### src/rtl/mips_mem_arbiter.sv
// mips_mem_arbiter
// ----------------
// Shares one single-port memory between the instruction and data ports of a
// harvard MIPS CPU. Each CPU cycle's accesses are serialised: the data access
// (if any) goes first, then the instruction fetch (if any). The CPU is held
// through clk_enable until every access it requested has completed. Read
// results are returned on registers that hold until the next read of the
// same kind completes.
//
// Ports:
//   clk, reset        - rising-edge clock, asynchronous active-high reset
//   instr_req         - CPU wants an instruction fetch this CPU cycle
//   instr_address     - fetch address (stable while clk_enable=0)
//   instr_readdata    - last fetched word (registered)
//   data_read/write   - CPU data read / write request (both high = write)
//   data_address      - data address (stable while clk_enable=0)
//   data_writedata    - data to write
//   data_readdata     - last data word read (registered)
//   clk_enable        - high when the CPU may commit this cycle
//   mem_address       - shared memory address (holds its value when idle)
//   mem_read/write    - memory strobes, never high together
//   mem_writedata     - memory write data (holds its value when idle)
//   mem_readdata      - memory read data, valid READ_LATENCY cycles after
//                       the read is accepted
//   mem_waitrequest   - memory busy; the current strobe must be held

module mips_mem_arbiter #(
    parameter int READ_LATENCY = 1
) (
    input  logic        clk,
    input  logic        reset,
    input  logic        instr_req,
    input  logic [31:0] instr_address,
    output logic [31:0] instr_readdata,
    input  logic        data_read,
    input  logic        data_write,
    input  logic [31:0] data_address,
    input  logic [31:0] data_writedata,
    output logic [31:0] data_readdata,
    output logic        clk_enable,
    output logic [31:0] mem_address,
    output logic        mem_read,
    output logic        mem_write,
    output logic [31:0] mem_writedata,
    input  logic [31:0] mem_readdata,
    input  logic        mem_waitrequest
);

    typedef enum logic [2:0] {
        IDLE,
        D_REQ,
        D_WAIT,
        I_REQ,
        I_WAIT,
        RELEASE
    } state_t;

    state_t      state, state_next;
    logic [2:0]  count, count_next;
    logic [31:0] addr_hold, wdata_hold;
    logic        data_req;

    assign data_req = data_read | data_write;

    // Strobes and clk_enable are decoded from the state so that they follow
    // an asynchronous reset immediately. Address and write data are driven
    // live from the CPU during a request and otherwise replay the last value
    // put on the bus.
    always_comb begin
        state_next    = state;
        count_next    = count;
        clk_enable    = 1'b0;
        mem_read      = 1'b0;
        mem_write     = 1'b0;
        mem_address   = addr_hold;
        mem_writedata = wdata_hold;

        case (state)
            IDLE: begin
                clk_enable = !data_req && !instr_req && !reset;
                if (data_req) begin
                    state_next = D_REQ;
                end else if (instr_req) begin
                    state_next = I_REQ;
                end
            end

            D_REQ: begin
                mem_address = data_address;
                // A simultaneous read and write is treated as a write only.
                if (data_write) begin
                    mem_write     = 1'b1;
                    mem_writedata = data_writedata;
                end else begin
                    mem_read = 1'b1;
                end
                if (!mem_waitrequest) begin
                    if (data_write) begin
                        state_next = instr_req ? I_REQ : RELEASE;
                    end else begin
                        state_next = D_WAIT;
                        count_next = 3'(READ_LATENCY);
                    end
                end
            end

            D_WAIT: begin
                count_next = count - 3'd1;
                if (count == 3'd1) begin
                    state_next = instr_req ? I_REQ : RELEASE;
                end
            end

            I_REQ: begin
                mem_address = instr_address;
                mem_read    = 1'b1;
                if (!mem_waitrequest) begin
                    state_next = I_WAIT;
                    count_next = 3'(READ_LATENCY);
                end
            end

            I_WAIT: begin
                count_next = count - 3'd1;
                if (count == 3'd1) begin
                    state_next = RELEASE;
                end
            end

            RELEASE: begin
                clk_enable = !reset;
                state_next = IDLE;
            end

            default: begin
                state_next = IDLE;
            end
        endcase
    end

    always_ff @(posedge clk or posedge reset) begin
        if (reset) begin
            state          <= IDLE;
            count          <= 3'd0;
            addr_hold      <= 32'd0;
            wdata_hold     <= 32'd0;
            instr_readdata <= 32'd0;
            data_readdata  <= 32'd0;
        end else begin
            state      <= state_next;
            count      <= count_next;
            addr_hold  <= mem_address;
            wdata_hold <= mem_writedata;
            // The last wait cycle is the one in which mem_readdata is valid.
            if (state == D_WAIT && count == 3'd1) begin
                data_readdata <= mem_readdata;
            end
            if (state == I_WAIT && count == 3'd1) begin
                instr_readdata <= mem_readdata;
            end
        end
    end

endmodule

### config.mk
export PLATFORM = sky130hd
export DESIGN_NAME = mips_mem_arbiter
export DESIGN_NICKNAME = d
export VERILOG_FILES = /design/src/rtl/mips_mem_arbiter.sv
export SDC_FILE = /design/constraint.sdc
export NUM_CORES = 1
export LEC_CHECK = 0
export CAP_MARGIN = 40
export CORE_UTILIZATION = 30
export CTS_CLUSTER_SIZE = 28
export DETAILED_ROUTE_END_ITERATION = 10
export GPL_TIMING_DRIVEN = 0
export HOLD_SLACK_MARGIN = 0.08
export PLACE_DENSITY_LB_ADDON = 0.12
export SYNTH_ARGS = -nofsm -noshare
export SYNTH_HDL_FRONTEND = slang
export SYNTH_SLANG_ARGS = --single-unit
### constraint.sdc
create_clock -name clk -period 5.5 [get_ports clk]
set_input_delay 1.1 -clock clk [delete_from_list [all_inputs] [get_ports clk]]
set_output_delay 1.1 -clock clk [all_outputs]
set_load 0.02 [all_outputs]
# After elaboration in Yosys (flattened, before gate mapping)
# Cells that the tools add are included.
# Widths: inputs -> output; s select.
# totals
regBits,134
out_inout_bits,131
wordCells,53
# op_classes
n_addsub,1
n_eq_ne,12
muxes,21
bitwise_logic,1
reduce_logical,12
# ops
operator,count
$mux 32,2
$pmux 32 s2,1
$mux 3,11
$pmux 3 s5,1
$ne 2x2->1 const B,5
$pmux 3 s3,1
$eq 3x1->1 const B,2
$eq 3x2->1 const B,2
$eq 3x3->1 const B,2
$reduce_and 5->1,1
$logic_and 1x1->1,4
$pmux 1 s2,2
$reduce_and 4->1,1
$logic_not 1->1,3
$logic_not 3->1,1
$mux 1,3
$ne 3x3->1 const B,1
$reduce_bool 3->1,1
$sub 3x1->3 const B,1
$reduce_or 2->1,1
$or 1x1->1,1

# Longest topological paths before layout
# Gate-level depths: netlist (run 1).
# logic_depth
depth_word,5
depth_mapped,7
ltp_nobuf,5

# Least setup slack after synthesis (run 1)
# OpenSTA, ideal clock, no wires.
# synth_path
path_kind,input to output
start,in data_write
end,out clk_enable
arrival_time_ps,2150
slack_ps,2250
stages,4
n_path_buf,0
path_cell_list,or4_1 > nor3_2 > a31oi_1 > nor2_1
# synth_via
elab_chain_len,5
# synth_rtl
element,line_no,text
from (decl),36,"input logic data_write,"
$or 1x1->1,63,assign data_req = data_read | data_write;
$logic_not 1->1,80,clk_enable = !data_req && !instr_req && !reset;
$logic_and 1x1->1 (2 in a row),80,
$pmux 1 s2,78,case (state)
to (decl),40,"output logic clk_enable,"
# No other way between the ends.

# Final worst setup path (run 1)
# layout_path
start,in data_write
end,out mem_writedata[17]
# layout_via
elab_chain_len,2
# layout_rtl
element,line_no,text
$mux 32,91,if (data_write) begin
$mux 32,78,
to (decl),44,"output logic [31:0] mem_writedata,"
# No other way between the ends.

==> parameters.txt, run 1 <==
Parameter                              Value

Status
  Outcome    complete, but fails checks
  Failing checks    DRC

Clock tree
  Clock H-tree levels    4
  Clock transition time at the flip-flop clock pins of the worst setup and hold paths    0.06 ns
  Clock buffers created by TritonCTS    17
  Clock sink count    134
  Number of buffers added for setup after CTS    0
  Post-CTS sizing    0
  Clock tree from TritonCTS    done
  Library cell used as clock root buffer    clkbuf_16
  Count of hold-fix buffers inserted at cts    0
  CTS max path bufs    2
  Latest clock arrival within the worst-skew pair    0.41 ns

STA
  Minimum clock period after layout    about 4.5 ns
  Part of the cycle the worst path needs    0.813
  Final-report max-slew violation count    0
  Slew HR    0.547
  Final setup fails    0
  Final hold violation count    0
  Worst Max-Slew Pin Slew    0.678 ns
  Post-route setup slack    roughly 1.0 ns
  Final setup TNS    0 ns
  FMAX    224 MHz
  Clock skew after layout    0.00701 ns
  Setup repair after global routing missed its margin    no

Setup path
  Worst reg2reg startpoint    count[1]$_DFFE_PP0P_
  Worst-path cell with the longest stage delay    clkdlybuf4s50_1
  Top cell family by delay on the critical path    buffers and inverters
  Most Frequent Cell on Critical Path    clkdlybuf4s50_1
  Buffers and inverters on the worst path    3
  Startpoint-to-endpoint class of the critical path    primary input to output pin
  Largest fanout on the critical path    10
  Crit path capture type    output pin
  Arrival time of data at the critical path endpoint    3.37 ns
  Worst setup path startpoint    data_write
  Slowest cell delay on critical path    0.57 ns
  Critical path, cell by cell    clkdlybuf4s50_1, nand2_1, nor2_2, buf_2, mux2_2, clkdlybuf4s50_1
  Required time reported for the critical path endpoint    4.40 ns
  Critical Path Source Type    primary input

Floorplan
  Boundary pin count    265
  Die Outline Area    19200 um2
  Initial cell density of the core    0.308
  Site row count    around 50
  Die X-Extent    139 um
  Area of the core region    18100 um2
  Height of the chip    139 um

Yosys
  Post-synth EDFFs    0
  Cell with the most instances after synthesis    dfrtp_1
  Sequential share of the synthesized area    0.599
  Top cell types by occurrence after synthesis    dfrtp_1 (134), mux2_2 (63), o21ai_0 (34), nand2_1 (33), mux2i_1 (32)
  Proportion of netlist area held by the largest area contributor    0.599
  Synth top area cells    dfrtp_1 (60%), mux2_2 (13%), mux2_4 (8.3%), mux2i_1 (5.7%), o21ai_0 (3.0%)
  Post-synthesis instance area    between 5000 and 6000 um2
  Cell taking the most area after synthesis    dfrtp_1
  FFs w/ async S/R, synth    1.00
  Register bit total from synthesis    ~130
  Syn_nets    531
  Number of distinct library cells after synthesis    36
  Predominant post-synthesis flop cell    dfrtp_1
  Number of warnings printed during yosys synthesis    0
  Instance count of the mapped netlist    ~400
  Synth Area per Inst    14.2 um2

Pwr
  Reported leakage power    0.00396 uW
  Pwr/cell area    670 nW/um2
  Largest vdd supply drop    0.000365 V

Detailed routing
  Count of routing violations after the opening detailed-route iteration    142
  Vias post-DR    4148
  WL/cell    16.3 um
  Vias per cell    4.50
  Post-Route WL    15.0 mm
  1st-pass router iterations    8
  Count of antenna-violating nets left after detailed routing    0
  Residual DRC    15

Min path
  Startpoint of the tightest hold check path    instr_readdata[21]$_DFFE_PP0P_
  Tightest Hold Check Type    register to register

Global route
  First-pass GRT wire length    24.3 mm
  Final global-route overflow total    0
  Overall fraction of global-route tracks in use    0.164
  Antenna violations before repair    0
  Via count of the first global-routing pass    4487
  Largest net degree at the start of global routing    69

Finish
  Area delta synth->final    64.0%
  Filler cell count in the final layout    1579
  Final cell count without fillers    921
  Ant. Diodes    0
  Layout net count    a little over 800
  Fraction of final layout cells sized beyond drive strength 1    0.214

Flow run
  Maximum Capacitance Violations    0

Placed design
  Routability-driven placement congestion ratio    0.764
  I/O Buffers    264
  Placed insts    889
  Pre-CTS setup slack    about 0.96 ns
  Half-perimeter wire length of the detailed placement result    11.1 mm
[path summary, 6_finish.rpt]
check                      cells after the start                              to  slack (ns)
max in group asynchronous                      3  instr_readdata[10]$_DFFE_PP0P_        3.56
max                                            6               mem_writedata[17]        1.03
min in group asynchronous                      2         addr_hold[16]$_DFF_PP0_        1.17
max reg2reg                                    6  instr_readdata[26]$_DFFE_PP0P_        3.18
min reg2reg                                    1  instr_readdata[21]$_DFFE_PP0P_        0.49
min                                            1  instr_readdata[21]$_DFFE_PP0P_        0.49
[area by class of cell]
cell class                      instances  area, um2  area share
Clock buffer                           20        447      0.0486
Sequential cell                       134       3350       0.365
Timing Repair Buffer                  265       2670       0.291
Inverter                                5       23.8     0.00259
Tap cell                              229        287      0.0312
Multi-Input combinational cell        232       2080       0.227
Clock inverter                         12        176      0.0192
Buffer                                 24        145      0.0158
[per-stage QoR]
step	instance area (um2)	util	total power, uW	hold slack [ns]
2_1_floorplan	5600	-	3480	0.450
3_3_place_gp	8530	0.470	4940	0.464
3_5_place_dp	8560	0.472	5010	0.478
4_1_cts	9180	0.506	6240	0.492
5_1_grt	9180	0.506	6510	0.504
6_report	9180	0.506	6160	0.487
[layer usage]
metal	part of all wire	global-route usage	vias to the layer above
met4	0.016	0.0651	0
met1	0.42	0.193	2003
met3	0.070	0.0535	19
met5	0	0	-
met2	0.49	0.277	164
li1	-	-	1962
[kinds of logic (layout without fill, tap and decap cells)]
logic type | after synthesis | after routing | share of synthesized area
compound gates | 49 | 49 | 0.0490
xor+xnor | 2 | 2 | 0.00313
fa+ha+maj | 2 | 2 | 0.00447
buf+inv | 29 | 326 | 0.0293
flops | 134 | 134 | 0.599
mux | 129 | 129 | 0.273
simple gates | 50 | 50 | 0.0420
[report_power, final]
group | leakage, uW | internal, uW | switching [uW]
clock | 0.000300 | 771 | 426
sequential | 0.00160 | 1490 | 191
combinational | 0.00205 | 1660 | 1630
total | 0.00396 | 3910 | 2240
[flip-flops by register name (all words and copies together), names as in the netlist]
register / flops
addr_hold: 32
count: 3
data_readdata: 32
instr_readdata: 32
state: 3
wdata_hold: 32
[layout by cell type, fill, tap and decap left out, types with 3 or more instances in the layout]
cell type / instances
nand2b_1: 3
buf_6: 5
dfrtp_1: 134
inv_1: 3
clkbuf_16: 17
nor2_1: 4
o21ai_0: 34
nand2_1: 33
buf_2: 11
mux2i_1: 32
clkdlybuf4s50_1: 264
mux2_4: 31
mux2_1: 3
a21oi_1: 6
bufinv_16: 4
clkbuf_1: 8
clkinv_2: 3
mux2_2: 63
Note: power is estimated with default switching activity, not from simulation.
==> run 2, diff against run 1 <==
clock period = 3.73 ns   (was 5.5 ns; I/O delays follow)
==> parameters.txt, run 2 (synthesis gave the netlist of run 1 again) <==
Parameter                              Value

Setup path
  Critical Path Source Type    primary input
  Worst-path cell with the longest stage delay    clkdlybuf4s50_1
  Reg2reg path depth    6 (unchanged)
  Most Frequent Cell on Critical Path    clkdlybuf4s50_1
  Largest fanout on the critical path    10 (unchanged)
  Critical path, cell by cell    clkdlybuf4s50_1, nand2_1, nor2_4, clkbuf_4, mux2_2, clkdlybuf4s50_1
  Slowest cell delay on critical path    0.56 ns (about the same)
  Arrival time of data at the critical path endpoint    2.90 ns (-0.47 ns)
  Crit path capture type    output pin
  Startpoint-to-endpoint class of the critical path    primary input to output pin
  Required time reported for the critical path endpoint    2.98 ns (-1.42 ns)

Clock tree
  Clock transition time at the flip-flop clock pins of the worst setup and hold paths    0.05 ns (about the same)
  Number of buffers added for setup after CTS    0 (unchanged)
  CTS max path bufs    2 (unchanged)
  Clock sink count    134 (unchanged)
  Clock H-tree levels    4 (unchanged)
  Latest clock arrival within the worst-skew pair    0.41 ns (about the same)
  Library cell used as clock root buffer    clkbuf_16
  Clock tree from TritonCTS    done
  Clock buffers created by TritonCTS    17 (unchanged)

Floorplan
  Height of the chip    139 um (unchanged)
  Die Outline Area    19200 um2 (unchanged)
  Initial cell density of the core    0.308 (unchanged)
  Die X-Extent    139 um (unchanged)
  Boundary pin count    265 (unchanged)
  Site row count    49 (unchanged)
  Area of the core region    18100 um2 (unchanged)

Global route
  Largest net degree at the start of global routing    39 (-43%)
  Final global-route overflow total    0 (unchanged)
  First-pass GRT wire length    24.2 mm (-0.17%)
  Antenna violations before repair    0 (unchanged)
  Via count of the first global-routing pass    4498 (+0.25%)
  Overall fraction of global-route tracks in use    0.164 (about the same)

Pwr
  Largest vdd supply drop    0.000424 V (+16%)
  Reported leakage power    0.00397 uW (+0.27%)
  Pwr/cell area    979 nW/um2 (+46%)
  Power Total    9020 uW (+47%)

Placed design
  I/O Buffers    264 (unchanged)
  Half-perimeter wire length of the detailed placement result    11.3 mm (+2.4%)
  Routability-driven placement congestion ratio    0.779 (+1.9%)
  Pre-CTS setup slack    -0.0928 ns (-1.05 ns)

Finish
  Area delta synth->final    64.8%
  Fraction of final layout cells sized beyond drive strength 1    0.220 (+0.00659)
  Most common cell after layout, fill and taps aside    clkdlybuf4s50_1
  Ant. Diodes    0 (unchanged)
  Layout net count    818 (+0.37%)
  Highest-count cells in the layout ignoring fill and taps    clkdlybuf4s50_1 (264), dfrtp_1 (134), mux2_2 (63)

Status
  Failing checks    DRC
  Outcome    complete, but fails checks

STA
  Slew HR    0.570 (+0.0235)
  Part of the cycle the worst path needs    0.978
  Final setup fails    0 (unchanged)
  Clock skew after layout    0.00582 ns (-0.00118 ns)
  Final-report max-slew violation count    0 (unchanged)
  Post-route setup slack    0.0813 ns (-0.950 ns)
  Final hold violation count    0 (unchanged)
  Worst Max-Slew Pin Slew    0.643 ns (-0.0351 ns)
  Minimum clock period after layout    3.65 ns
  FMAX    between 200 and 300 MHz
  Setup repair after global routing missed its margin    no

Detailed routing
  Post-Route WL    14.9 mm (-0.45%)
  WL/cell    16.2 um (-0.67%)
  Vias per cell    4.50 (-0.14%)
  Vias post-DR    4151 (+0.072%)
  Count of routing violations after the opening detailed-route iteration    153 (+7.7%)
  Count of antenna-violating nets left after detailed routing    0 (unchanged)
  Residual DRC    18 (+3)
  1st-pass router iterations    9 (+1)

Min path
  Tightest Hold Check Type    register to register
  Number of cells on the worst hold path    1 (unchanged)

Flow run
  Maximum Capacitance Violations    0 (unchanged)
run 2: final timing paths:
path	end	from	slack, ns
setup reg to reg	instr_readdata[20]$_DFFE_PP0P_	count[1]$_DFFE_PP0P_	1.47
hold reg to reg	instr_readdata[21]$_DFFE_PP0P_	instr_readdata[21]$_DFFE_PP0P_	0.49
max in group asynchronous	data_readdata[22]$_DFFE_PP0P_	reset	2.28
setup / recovery	mem_writedata[9]	data_write	0.08
min in group asynchronous	instr_readdata[26]$_DFFE_PP0P_	reset	0.59
hold / removal	instr_readdata[21]$_DFFE_PP0P_	instr_readdata[21]$_DFFE_PP0P_	0.49
run 2: metrics by stage:
stage	cell area [um2]	cells	hold slack [ns]	TNS [ns]	utilization
final	9220	923	0.491	0	0.508
after global routing	9220	923	0.505	0	0.508
after CTS	9190	922	0.493	0	0.507
after detailed placement	8590	891	0.478	-1.98	0.473
after global placement	8530	888	0.463	-1.64	0.470
after floorplan	5600	395	0.450	0	-
run 2: worst max-delay path, delay by kind of cell:
| family | cells | cell delay [ns] |
|---|---|---|
| AND/OR/NAND/NOR | 2 | 0.39 |
| buffers and inverters | 3 | 1.39 |
| multiplexers | 1 | 0.37 |
run 2: what timing repair did:
action / 4_1_cts / 5_1_grt
gates cloned: 0 / 0
endpoints found under the setup margin: 29 / 50
pin swaps: 0 / 1
gates resized for setup: 1 / 7
hold buffers: 0 / 0
run 2: power by group:
group	leakage [uW]	switching (uW)	total, uW	internal [uW]
Sequential	0.00160	288	2480	2190
Combinational	0.00208	2390	4850	2460
Clock	0.000285	631	1700	1060
Total	0.00397	3310	9020	5710
run 2: per-layer routing:
metal	part of all wire	wire, um	global-route usage	up-vias
met5	0	0	0	-
met4	0.020	300	0.0710	0
met3	0.079	1180	0.0556	21
met2	0.49	7370	0.271	178
met1	0.41	6080	0.194	1991
li1	-	-	-	1961
run 2: cell type report:
cell class	instances	area, um2
inverters	5	22.5
multi-input cells	232	2090
fillers	1593	8920
flip-flops and latches	134	3350
clock inverters	12	154
well taps	229	287
plain buffers	24	155
repair buffers	268	2720
clock buffers	19	443
==> run 3, diff against run 2 <==
CTS_BUF_LIST = sky130_fd_sc_hd__clkbuf_16   (was default)
RECOVER_POWER = 100   (was default)
==> parameters.txt, run 3 (synthesis gave the netlist of run 1 again) <==
Parameter                              Value

Status
  Outcome    complete, but fails checks
  Failing checks    DRC, capacitance limit, slew limit

Clock tree
  Count of hold-fix buffers inserted at cts    0 (unchanged)
  Clock sink count    134 (unchanged)
  Library cell used as clock root buffer    clkbuf_16
  Clock H-tree levels    4 (unchanged)
  CTS max path bufs    2 (unchanged)
  Latest clock arrival within the worst-skew pair    0.42 ns (about the same)
  Clock transition time at the flip-flop clock pins of the worst setup and hold paths    0.06 ns (about the same)
  Clock buffers created by TritonCTS    17 (unchanged)
  Clock tree from TritonCTS    done

Pwr
  Internal power consumption    5270 uW (-7.7%)
  Reported leakage power    0.00385 uW (-3.0%)
  Combinational cell fraction of total power    0.516 (-0.021)
  Register share of total power    0.288 (+0.013)
  Largest vdd supply drop    0.000418 V (-1.4%)
  Power dissipated by switching net loads    3250 uW (-1.7%)
  Net switching fraction of the power    0.382 (+0.0148)
  Pwr/cell area    944 nW/um2 (-3.5%)
  Clk network pwr share    0.196 (+0.008)

Setup path
  Arrival time of data at the critical path endpoint    2.90 ns (about the same)
  Crit path capture type    output pin
  Startpoint-to-endpoint class of the critical path    primary input to output pin
  Most Frequent Cell on Critical Path    clkdlybuf4s50_1
  Required time reported for the critical path endpoint    2.98 ns (about the same)
  Critical path, cell by cell    clkdlybuf4s50_1, or4_1, nor3_2, a31oi_1, nor2_1, clkdlybuf4s50_1
  Largest fanout on the critical path    6 (-4)
  Worst-path cell with the longest stage delay    clkdlybuf4s50_1
  Slowest cell delay on critical path    0.62 ns (+0.06 ns)
  Critical Path Source Type    primary input

STA
  Minimum clock period after layout    3.64 ns (-0.00392 ns)
  Clock skew after layout    0.00653 ns (+0.000704 ns)
  Final-report max-slew violation count    33 (+33)
  Worst hold-check slack    0.483 ns (-0.00886 ns)
  Final setup fails    0 (unchanged)
  FMAX    274 MHz (+0.11%)
  Worst Max-Slew Pin Slew    2.00 ns (+1.36 ns)
  Final hold violation count    0 (unchanged)
  Final setup TNS    0 ns (unchanged)
  Slew HR    -0.335 (-0.906)
  Part of the cycle the worst path needs    0.977 (-0.00105)
  Setup repair after global routing missed its margin    no

Finish
  Area delta synth->final    61.4%
  Filler cell count in the final layout    1640 (+3.0%)
  Ant. Diodes    0 (unchanged)
  Most common cell after layout, fill and taps aside    clkdlybuf4s50_1
  Layout net count    818 (unchanged)
  Highest-count cells in the layout ignoring fill and taps    clkdlybuf4s50_1 (162), dfrtp_1 (134), dlygate4sd3_1 (102)
  Layout Cell Area excl Fill    9030 um2 (-2.0%)
  Final cell count without fillers    923 (unchanged)
  Fraction of final layout cells sized beyond drive strength 1    0.143 (-0.0778)
  Core utilization of the finished layout    0.498 (-0.0103)

Placed design
  Routability-driven placement congestion ratio    0.779 (unchanged)
  Placed insts    891 (unchanged)
  Placed cell area    8590 um2 (unchanged)
  Half-perimeter wire length of the detailed placement result    11.3 mm (unchanged)
  I/O Buffers    264 (unchanged)

Flow run
  Maximum Capacitance Violations    1 (+1)

Detailed routing
  Count of antenna-violating nets left after detailed routing    0 (unchanged)
  Post-Route WL    14.8 mm (-0.79%)
  1st-pass router iterations    10 (+1)
  Residual DRC    18 (unchanged)
  Count of routing violations after the opening detailed-route iteration    168 (+9.8%)
  Vias per cell    4.49 (about the same)
  Vias post-DR    4148 (-0.072%)
  WL/cell    16.0 um (-0.79%)

Global route
  First-pass GRT wire length    24.2 mm (unchanged)
  Via count of the first global-routing pass    4498 (unchanged)
  Final global-route overflow total    0 (unchanged)
  Overall fraction of global-route tracks in use    0.164 (unchanged)
  Antenna violations before repair    0 (unchanged)
  Largest net degree at the start of global routing    39 (unchanged)

Floorplan
  Site row count    49 (unchanged)
  Area of the core region    18100 um2 (unchanged)
  Initial cell density of the core    0.308 (unchanged)
  Height of the chip    139 um (unchanged)
  Die Outline Area    19200 um2 (unchanged)
  Boundary pin count    265 (unchanged)
  Die X-Extent    139 um (unchanged)

Min path
  Tightest Hold Check Type    register to register
run 3: timing repair:
item	4_1_cts	5_1_grt
cloned	0	0
pin swaps	0	1
endpoints found under the setup margin	29	50
endpoints found under the hold margin	0	0
resized for setup	1	7
setup buffers	0	0
run 3: cell type report:
type / count / area (um2) / area share
Sequential cell: 134 / 3350 / 0.371
Timing Repair Buffer: 268 / 2690 / 0.298
Multi-Input combinational cell: 232 / 1970 / 0.219
Clock buffer: 17 / 425 / 0.0471
Tap cell: 229 / 287 / 0.0317
Clock inverter: 14 / 161 / 0.0179
Buffer: 24 / 120 / 0.0133
Inverter: 5 / 20.0 / 0.00222
run 3: stage by stage:
| step | total power (uW) | setup WS, ns |
|---|---|---|
| 2_1_floorplan | 5130 | 1.19 |
| 3_3_place_gp | 7300 | -0.0708 |
| 3_5_place_dp | 7390 | -0.0928 |
| 4_1_cts | 9120 | 0.0273 |
| 5_1_grt | 9050 | 0.0102 |
| 6_report | 8530 | 0.0852 |
run 3: per-layer routing:
metal	routed length, um	vias up	global-route usage
met4	332	0	0.0710
met1	5950	1976	0.194
met2	7350	177	0.271
met3	1180	24	0.0556
li1	-	1971	-
met5	0	-	0
run 3: worst paths after layout:
kind                                          start                             end  slack, ns  cells past startpoint
setup / recovery                         data_write                      clk_enable       0.09                      6
hold / removal             wdata_hold[23]$_DFF_PP0_        wdata_hold[23]$_DFF_PP0_       0.48                      1
setup reg to reg               count[1]$_DFFE_PP0P_  instr_readdata[27]$_DFFE_PP0P_       0.84                      6
hold reg to reg            wdata_hold[23]$_DFF_PP0_        wdata_hold[23]$_DFF_PP0_       0.48                      1
max in group asynchronous                     reset         wdata_hold[6]$_DFF_PP0_       0.64                      5
min in group asynchronous                     reset  instr_readdata[26]$_DFFE_PP0P_       0.67                      2
run 3: power groups by stage:
| stage | Sequential, uW | Clock, uW | Combinational [uW] |
|---|---|---|---|
| after floorplan | 2900 | 0 | 2230 |
| after global placement | 2480 | 0 | 4820 |
| after detailed placement | 2510 | 0 | 4880 |
| after CTS | 2490 | 1720 | 4910 |
| after global routing | 2550 | 1790 | 4710 |
| final | 2450 | 1670 | 4400 |
run 3: critical path: cells and delay by family:
| family | cells | cell delay, ns |
|---|---|---|
| simple gates | 3 | 0.94 |
| buf+inv | 2 | 1.10 |
| compound gates | 1 | 0.11 |
